<file path="config.mk">
export PLATFORM = sky130hd
export DESIGN_NAME = mdu_iter
export DESIGN_NICKNAME = d
export VERILOG_FILES = /design/src/rtl/mdu_iter.sv
export SDC_FILE = /design/constraint.sdc
export NUM_CORES = 2
export LEC_CHECK = 0
export CORE_MARGIN = 10
export CORE_UTILIZATION = 30
export CTS_BUF_LIST = sky130_fd_sc_hd__clkbuf_4
export CTS_CLUSTER_DIAMETER = 80
export DETAILED_ROUTE_END_ITERATION = 8
export PLACE_DENSITY = 0.57
export REMOVE_ABC_BUFFERS = 1
export SETUP_SLACK_MARGIN = 0.4
export SYNTH_ARGS = -nofsm -noshare
export SYNTH_HDL_FRONTEND = slang
export SYNTH_SLANG_ARGS = --single-unit
</file>
<file path="constraint.sdc">
create_clock -name clk -period 6.34 [get_ports clk]
set_input_delay 1.268 -clock clk [delete_from_list [all_inputs] [get_ports clk]]
set_output_delay 1.268 -clock clk [all_outputs]
set_load 0.005 [all_outputs]
</file>
<file path="src/rtl/mdu_iter.sv">
// Iterative XLEN-bit multiply/divide unit for the execute stage.
// A one-cycle mul_en/div_en pulse starts an operation. The unit requests a stall
// for as long as the result is not ready.
// Multiply uses shift-add, one multiplier bit per cycle.
// Divide uses restoring division, one quotient bit per cycle.
// Signed operands are reduced to magnitudes at start, and the signs are fixed up
// on the last step.
// Optional build macro MDU_EARLY_OUT_EN: multiply stops as soon as no multiplier
// bits remain to be processed.

module mdu_iter #(
    parameter int unsigned XLEN  = 64,
    parameter int unsigned CNT_W = 7
) (
    input  logic              clk,
    input  logic              rst_n,
    input  logic              flush,
    input  logic              mul_en,
    input  logic              div_en,
    input  logic              is_signed,
    input  logic [XLEN-1:0]   a,
    input  logic [XLEN-1:0]   b,
    output logic              stallreq_for_mul,
    output logic              stallreq_for_div,
    output logic              ready,
    output logic [2*XLEN-1:0] result
);

    localparam int unsigned      W2      = 2 * XLEN;
    localparam logic [CNT_W-1:0] CntLast = CNT_W'(XLEN - 1);
    localparam logic [XLEN-1:0]  XMin    = {1'b1, {(XLEN - 1){1'b0}}};

    typedef enum logic [1:0] {StIdle, StMul, StDiv, StDone} state_e;

    state_e            state_q;
    logic [CNT_W-1:0]  cnt_q;
    logic [W2-1:0]     opa_q;     // mul: shifting multiplicand; div: low half is dividend/quotient
    logic [XLEN-1:0]   opb_q;     // mul: shifting multiplier; div: divisor
    logic [W2-1:0]     acc_q;     // mul: partial product; div: low half is partial remainder
    logic              neg_lo_q;  // negate product, or quotient
    logic              neg_hi_q;  // negate remainder
    logic              ready_q;
    logic [W2-1:0]     result_q;

    logic              idle_like;
    logic              sign_a, sign_b;
    logic [XLEN-1:0]   mag_a, mag_b;
    logic              div_by_zero, div_ovf;
    logic [W2-1:0]     mul_sum, mul_res;
    logic              mul_last;
    logic [XLEN:0]     div_shift;
    logic              div_ge;
    logic [XLEN-1:0]   rem_next, quo_next, rem_fin, quo_fin;

    // Start-time operand conditioning and special-case detection
    always_comb begin
        idle_like   = (state_q == StIdle) || (state_q == StDone);
        sign_a      = is_signed & a[XLEN-1];
        sign_b      = is_signed & b[XLEN-1];
        mag_a       = sign_a ? -a : a;
        mag_b       = sign_b ? -b : b;
        div_by_zero = (b == '0);
        div_ovf     = is_signed && (a == XMin) && (b == '1);
    end

    // One shift-add / restoring-divide step plus the final sign fix-up
    always_comb begin
        mul_sum  = opb_q[0] ? (acc_q + opa_q) : acc_q;
        mul_res  = neg_lo_q ? -mul_sum : mul_sum;
`ifdef MDU_EARLY_OUT_EN
        mul_last = (cnt_q == CntLast) || (opb_q[XLEN-1:1] == '0);
`else
        mul_last = (cnt_q == CntLast);
`endif
        div_shift = {acc_q[XLEN-1:0], opa_q[XLEN-1]};
        div_ge    = (div_shift >= {1'b0, opb_q});
        // The partial remainder is always below the divisor, so the difference fits in XLEN bits
        rem_next  = div_ge ? (div_shift[XLEN-1:0] - opb_q) : div_shift[XLEN-1:0];
        quo_next  = {opa_q[XLEN-2:0], div_ge};
        quo_fin   = neg_lo_q ? -quo_next : quo_next;
        rem_fin   = neg_hi_q ? -rem_next : rem_next;
    end

    // Stall requests are combinational so the pipeline holds in the start cycle itself
    always_comb begin
        stallreq_for_mul = (mul_en & idle_like) | (state_q == StMul);
        stallreq_for_div = (div_en & ~mul_en & idle_like) | (state_q == StDiv);
    end

    // Control FSM and datapath registers
    always_ff @(posedge clk) begin
        if (!rst_n) begin
            state_q  <= StIdle;
            cnt_q    <= '0;
            opa_q    <= '0;
            opb_q    <= '0;
            acc_q    <= '0;
            neg_lo_q <= 1'b0;
            neg_hi_q <= 1'b0;
            ready_q  <= 1'b0;
            result_q <= '0;
        end else if (flush) begin
            // Abort; the last result stays visible but is no longer flagged valid
            state_q <= StIdle;
            ready_q <= 1'b0;
        end else begin
            unique case (state_q)
                StIdle, StDone: begin
                    if (mul_en || div_en) begin
                        ready_q  <= 1'b0;
                        cnt_q    <= '0;
                        acc_q    <= '0;
                        opa_q    <= {{XLEN{1'b0}}, mag_a};
                        opb_q    <= mag_b;
                        neg_lo_q <= sign_a ^ sign_b;
                        neg_hi_q <= sign_a;
                        if (mul_en) begin
                            state_q <= StMul;
                        end else if (div_by_zero) begin
                            result_q <= {a, {XLEN{1'b1}}};
                            ready_q  <= 1'b1;
                            state_q  <= StDone;
                        end else if (div_ovf) begin
                            result_q <= {{XLEN{1'b0}}, XMin};
                            ready_q  <= 1'b1;
                            state_q  <= StDone;
                        end else begin
                            state_q <= StDiv;
                        end
                    end
                end
                StMul: begin
                    acc_q <= mul_sum;
                    opa_q <= opa_q << 1;
                    opb_q <= opb_q >> 1;
                    cnt_q <= cnt_q + CNT_W'(1);
                    if (mul_last) begin
                        result_q <= mul_res;
                        ready_q  <= 1'b1;
                        state_q  <= StDone;
                    end
                end
                StDiv: begin
                    acc_q <= {{XLEN{1'b0}}, rem_next};
                    opa_q <= {opa_q[W2-1:XLEN], quo_next};
                    cnt_q <= cnt_q + CNT_W'(1);
                    if (cnt_q == CntLast) begin
                        result_q <= {rem_fin, quo_fin};
                        ready_q  <= 1'b1;
                        state_q  <= StDone;
                    end
                end
                default: state_q <= StIdle;
            endcase
        end
    end

    assign ready  = ready_q;
    assign result = result_q;

endmodule
</file>
==> impl_metrics.yaml <==
outcome:
  status: "complete, but fails checks"
  violations: "design-rule violations"
timing:
  rsz0062_at_grt: "true"
  final_max_slew_viol_count: 0
  skew_ps: 145
  post-route-period-util_pct: 94.8
  clock.fmax_mhz: 166
  tightestPinTransition_ps: 1350
  hold_viol: 0
  slew_headroom_pct: 8.96
  setup_viol: 0
  fin_worst_hold_slack_ps: 465
  fin_crit_ps: 6010
setup_path:
  ff2ff_setup_slack_ps: 330
  slowest_delay_ps: 580
  critPathSlowestCell: "o21ai_0"
  timing.rr.start: "acc_q[35]$_SDFFE_PN0P_"
  r2r_end: "result[112]$_SDFFE_PN0P_"
  cp-start-kind: "flip-flop"
  cp-end-kind: "flip-flop"
  crit_required_ps: 7470
  cpMostUsedCell: "buf_4"
  arrival_ps: 7140
  crit_fanout: 6
  critPathKind: "flip-flop to flip-flop"
  crit_cells: 20
  ff2ff_path_depth: 20
  cp.buffers_inverters: 4
  crit_chain: "buf_4 > ha_1 > buf_4 > and4_1 > nand2_1 > nor3_2 > o211ai_1 > buf_4 > and3_4 > o21ai_0 > xor2_1 > o31ai_1 > nand4b_1 > buf_4 > or3_1 > or4_1 > o41ai_2 > xor2_1 > a22oi_1 > o32ai_1"
  cp_top_family: "simple AND/OR/NAND/NOR gates"
routing:
  drcViolationCount: 1
  routedWlPerCell_um: 33.6
  initialDrtViolationCount: 9672
  dr.pass1.iters: 7
  wirelength_um: 347000
  antenna_left: 0
  routed_via_density: 6.31
  via_count: 65200
pwr:
  swShare_pct: 40.9
  power_density_nw_per_um2: 160
  combPwrFrac_pct: 35.0
  irDropWorstVdd_uv: 210
  p_leak_uw: 0.0244
  p_seq_share_pct: 30.7
  power_frac_clock_pct: 34.3
  p_switching_uw: 4180
  p_int_uw: 6030
  finalPower_uw: 10200
cts:
  numCtsBuffers: 152
  path_clk_slew_ps: 70
  ctsHoldBuffers: 0
  clkLatencyLatePin_ps: 1350
  cts_sinks: 460
  cts_tree: "built"
  cts-root-buf: "clkbuf_4"
  cts_max_path_buffers: 3
  htree_levels: 4
synth:
  synth_async_sr_flop_share_pct: 0
  yosysWarningCount: 0
  netlist_instances: 6991
  synth_flop_cell: "dfxtp_1"
  yosysSeqAreaShare_pct: 19.1
  synth-edff-count: 0
  avgSynthCellArea_sq_um: 6.91
  ys_seq_elements: 460
  synth_cell_types: 117
  syn_area_sq_um: 48300
grt:
  first_global_vias: 59100
  grt_pass1_wl_um: 471000
  gr-total-overflow: 0
  grt_start_max_net_pins: 150
  grt_util_all_layers_pct: 36.7
  antenna_found_initial: 27
die:
  core-area_sq_um: 160000
  start_util_pct: 30.1
  die_area_sq_um: 177000
  dieHeight_um: 421
  rows: 147
  dieWidth_um: 421
  io_pins: 265
cells_and_area:
  ff_latch_area_sq_um: 9270
  fin_nets: 8362
  syn2layout_area_growth_pct: 32.3
  n_fill_cell: 17100
  multi_input_area_sq_um: 37600
  drive_gt1_share_pct: 21.7
min_path:
  min_to: "neg_hi_q$_SDFFE_PN0P_"
  min_from: "neg_hi_q$_SDFFE_PN0P_"
  min_path_type: "flip-flop to flip-flop"
  worstHoldPathCells: 2
place:
  dp_hpwl_um: 288000
  port-buffer-count: 264
  gp_congestion: 1.18
flow_run:
  cap_viol_max_count: 0
-- power groups by stage --
| stage | Combinational (uW) | Clock, uW | Sequential (uW) |
|---|---|---|---|
| after floorplan | 1580 | 0 | 3190 |
| after global placement | 3360 | 0 | 3190 |
| after detailed placement | 3350 | 0 | 3190 |
| after CTS | 3370 | 3560 | 3130 |
| after global routing | 3710 | 3700 | 3140 |
| final | 3570 | 3500 | 3140 |
-- tightest hold or removal path, delay by kind of cell (launching register included) --
kind               cells  cell delay [ps]
DFF                    1              320
and+or+nand+nor        1               50
AOI/OAI and AO/OA      1               50
-- metal layers --
metal,part of all wire [%],track usage [%]
met1,42,49.6
met2,40,51.5
met3,13,11.6
met4,6.1,18.9
met5,0.033,0
-- state kept, by name, summed over array words and instances (netlist names) --
name / flops
acc_q: 128
opa_q: 128
result: 128
opb_q: 64
cnt_q: 7
state_q: 2
neg_hi_q: 1
neg_lo_q: 1
ready: 1
-- what timing repair did --
action	in CTS	in global routing
pin swaps	11	58
gates resized for setup	46	222
buffers inserted	7	28
endpoints found under the setup margin	59	78
-- Yosys cell counts (46+ instances only) --
| master | count | share of area, % |
|---|---|---|
| mux2i_1 | 95 | 2.0 |
| a221oi_1 | 178 | 3.2 |
| a22oi_1 | 77 | 1.2 |
| o22ai_1 | 53 | 0.69 |
| nand3_1 | 191 | 2.0 |
| clkbuf_1 | 372 | 2.9 |
| nor3_1 | 276 | 2.9 |
| nand2_1 | 833 | 6.5 |
| or3_1 | 68 | 0.88 |
| buf_2 | 92 | 0.95 |
| and2_1 | 46 | 0.60 |
| xor2_1 | 221 | 4.0 |
| ha_1 | 200 | 5.2 |
| a31oi_1 | 72 | 0.93 |
| nand4_1 | 179 | 2.3 |
| o211ai_1 | 93 | 1.4 |
| a211oi_1 | 79 | 1.2 |
| inv_1 | 146 | 1.1 |
| dfxtp_1 | 460 | 19 |
| nand2b_1 | 54 | 0.70 |
| nor4_1 | 84 | 1.1 |
| a21oi_1 | 680 | 7.0 |
| o21a_1 | 56 | 0.87 |
| nor2_1 | 753 | 5.9 |
| xnor2_1 | 219 | 4.0 |
| o21ai_0 | 457 | 4.7 |
| o31ai_1 | 101 | 1.6 |
| a21o_1 | 62 | 0.96 |
-- kinds of logic after synthesis --
family	after synthesis	share of synthesized area [%]
simple gates	2778	27.6
compound gates	2338	32.2
buf+inv	656	5.39
flops	460	19.1
xor+xnor	441	8.01
fa+ha+maj	202	5.27
mux	116	2.46
-- per-stage QoR --
| step | util [%] | setup WS [ps] | instance area [sq um] | instances | TNS, ps |
|---|---|---|---|---|---|
| 6_report | 39.9 | 332 | 63900 | 10300 | 0 |
| 3_3_place_gp | 37.7 | -279 | 60500 | 9997 | -712 |
| 3_5_place_dp | 37.7 | -323 | 60500 | 9997 | -2130 |
| 2_1_floorplan | - | -6420 | 46200 | 6485 | -1312690 |
| 4_1_cts | 39.1 | 395 | 62700 | 10300 | 0 |
| 5_1_grt | 39.8 | 366 | 63800 | 10300 | 0 |
-- how the worst max path moves through the flow --
stage / startpoint / endpoint / slack [ps]
after floorplan: opb_q[0]$_SDFFE_PN0P_ / result[125]$_SDFFE_PN0P_ / -6420
after global placement: a[11] / result[127]$_SDFFE_PN0P_ / -280
after detailed placement: a[11] / result[127]$_SDFFE_PN0P_ / -320
after CTS: acc_q[48]$_SDFFE_PN0P_ / result[112]$_SDFFE_PN0P_ / 390
after global routing: acc_q[35]$_SDFFE_PN0P_ / result[112]$_SDFFE_PN0P_ / 370
final: acc_q[35]$_SDFFE_PN0P_ / result[112]$_SDFFE_PN0P_ / 330
-- layout make-up --
cell class	count	area share, %
diodes	27	0.106
clock buffers	202	2.37
clock inverters	66	0.744
inverters	150	0.901
multi-input cells	5875	58.9
flip-flops and latches	460	14.5
well taps	2160	4.23
repair buffers	1387	18.2
-- cells in the final DEF (no fill, tap or decap), types with 45 or more instances in the layout --
| master | count |
|---|---|
| clkbuf_4 | 202 |
| dfxtp_1 | 420 |
| a21o_1 | 62 |
| nand2b_1 | 54 |
| inv_1 | 140 |
| or3_1 | 67 |
| clkdlybuf4s50_1 | 263 |
| buf_4 | 1073 |
| a22oi_1 | 74 |
| o22ai_1 | 53 |
| nand2_1 | 826 |
| nor3_1 | 262 |
| ha_1 | 157 |
| o21ai_1 | 47 |
| o31ai_1 | 90 |
| nand3_1 | 187 |
| a31oi_1 | 70 |
| xnor2_1 | 217 |
| a21oi_1 | 661 |
| nand4_1 | 179 |
| nor2_1 | 739 |
| a211oi_1 | 73 |
| xor2_1 | 220 |
| nor4_1 | 77 |
| o211ai_1 | 93 |
| o21a_1 | 54 |
| mux2i_1 | 94 |
| a221oi_1 | 176 |
| and2_1 | 45 |
| o21ai_0 | 433 |
Note: power is estimated with default switching activity, not from simulation.
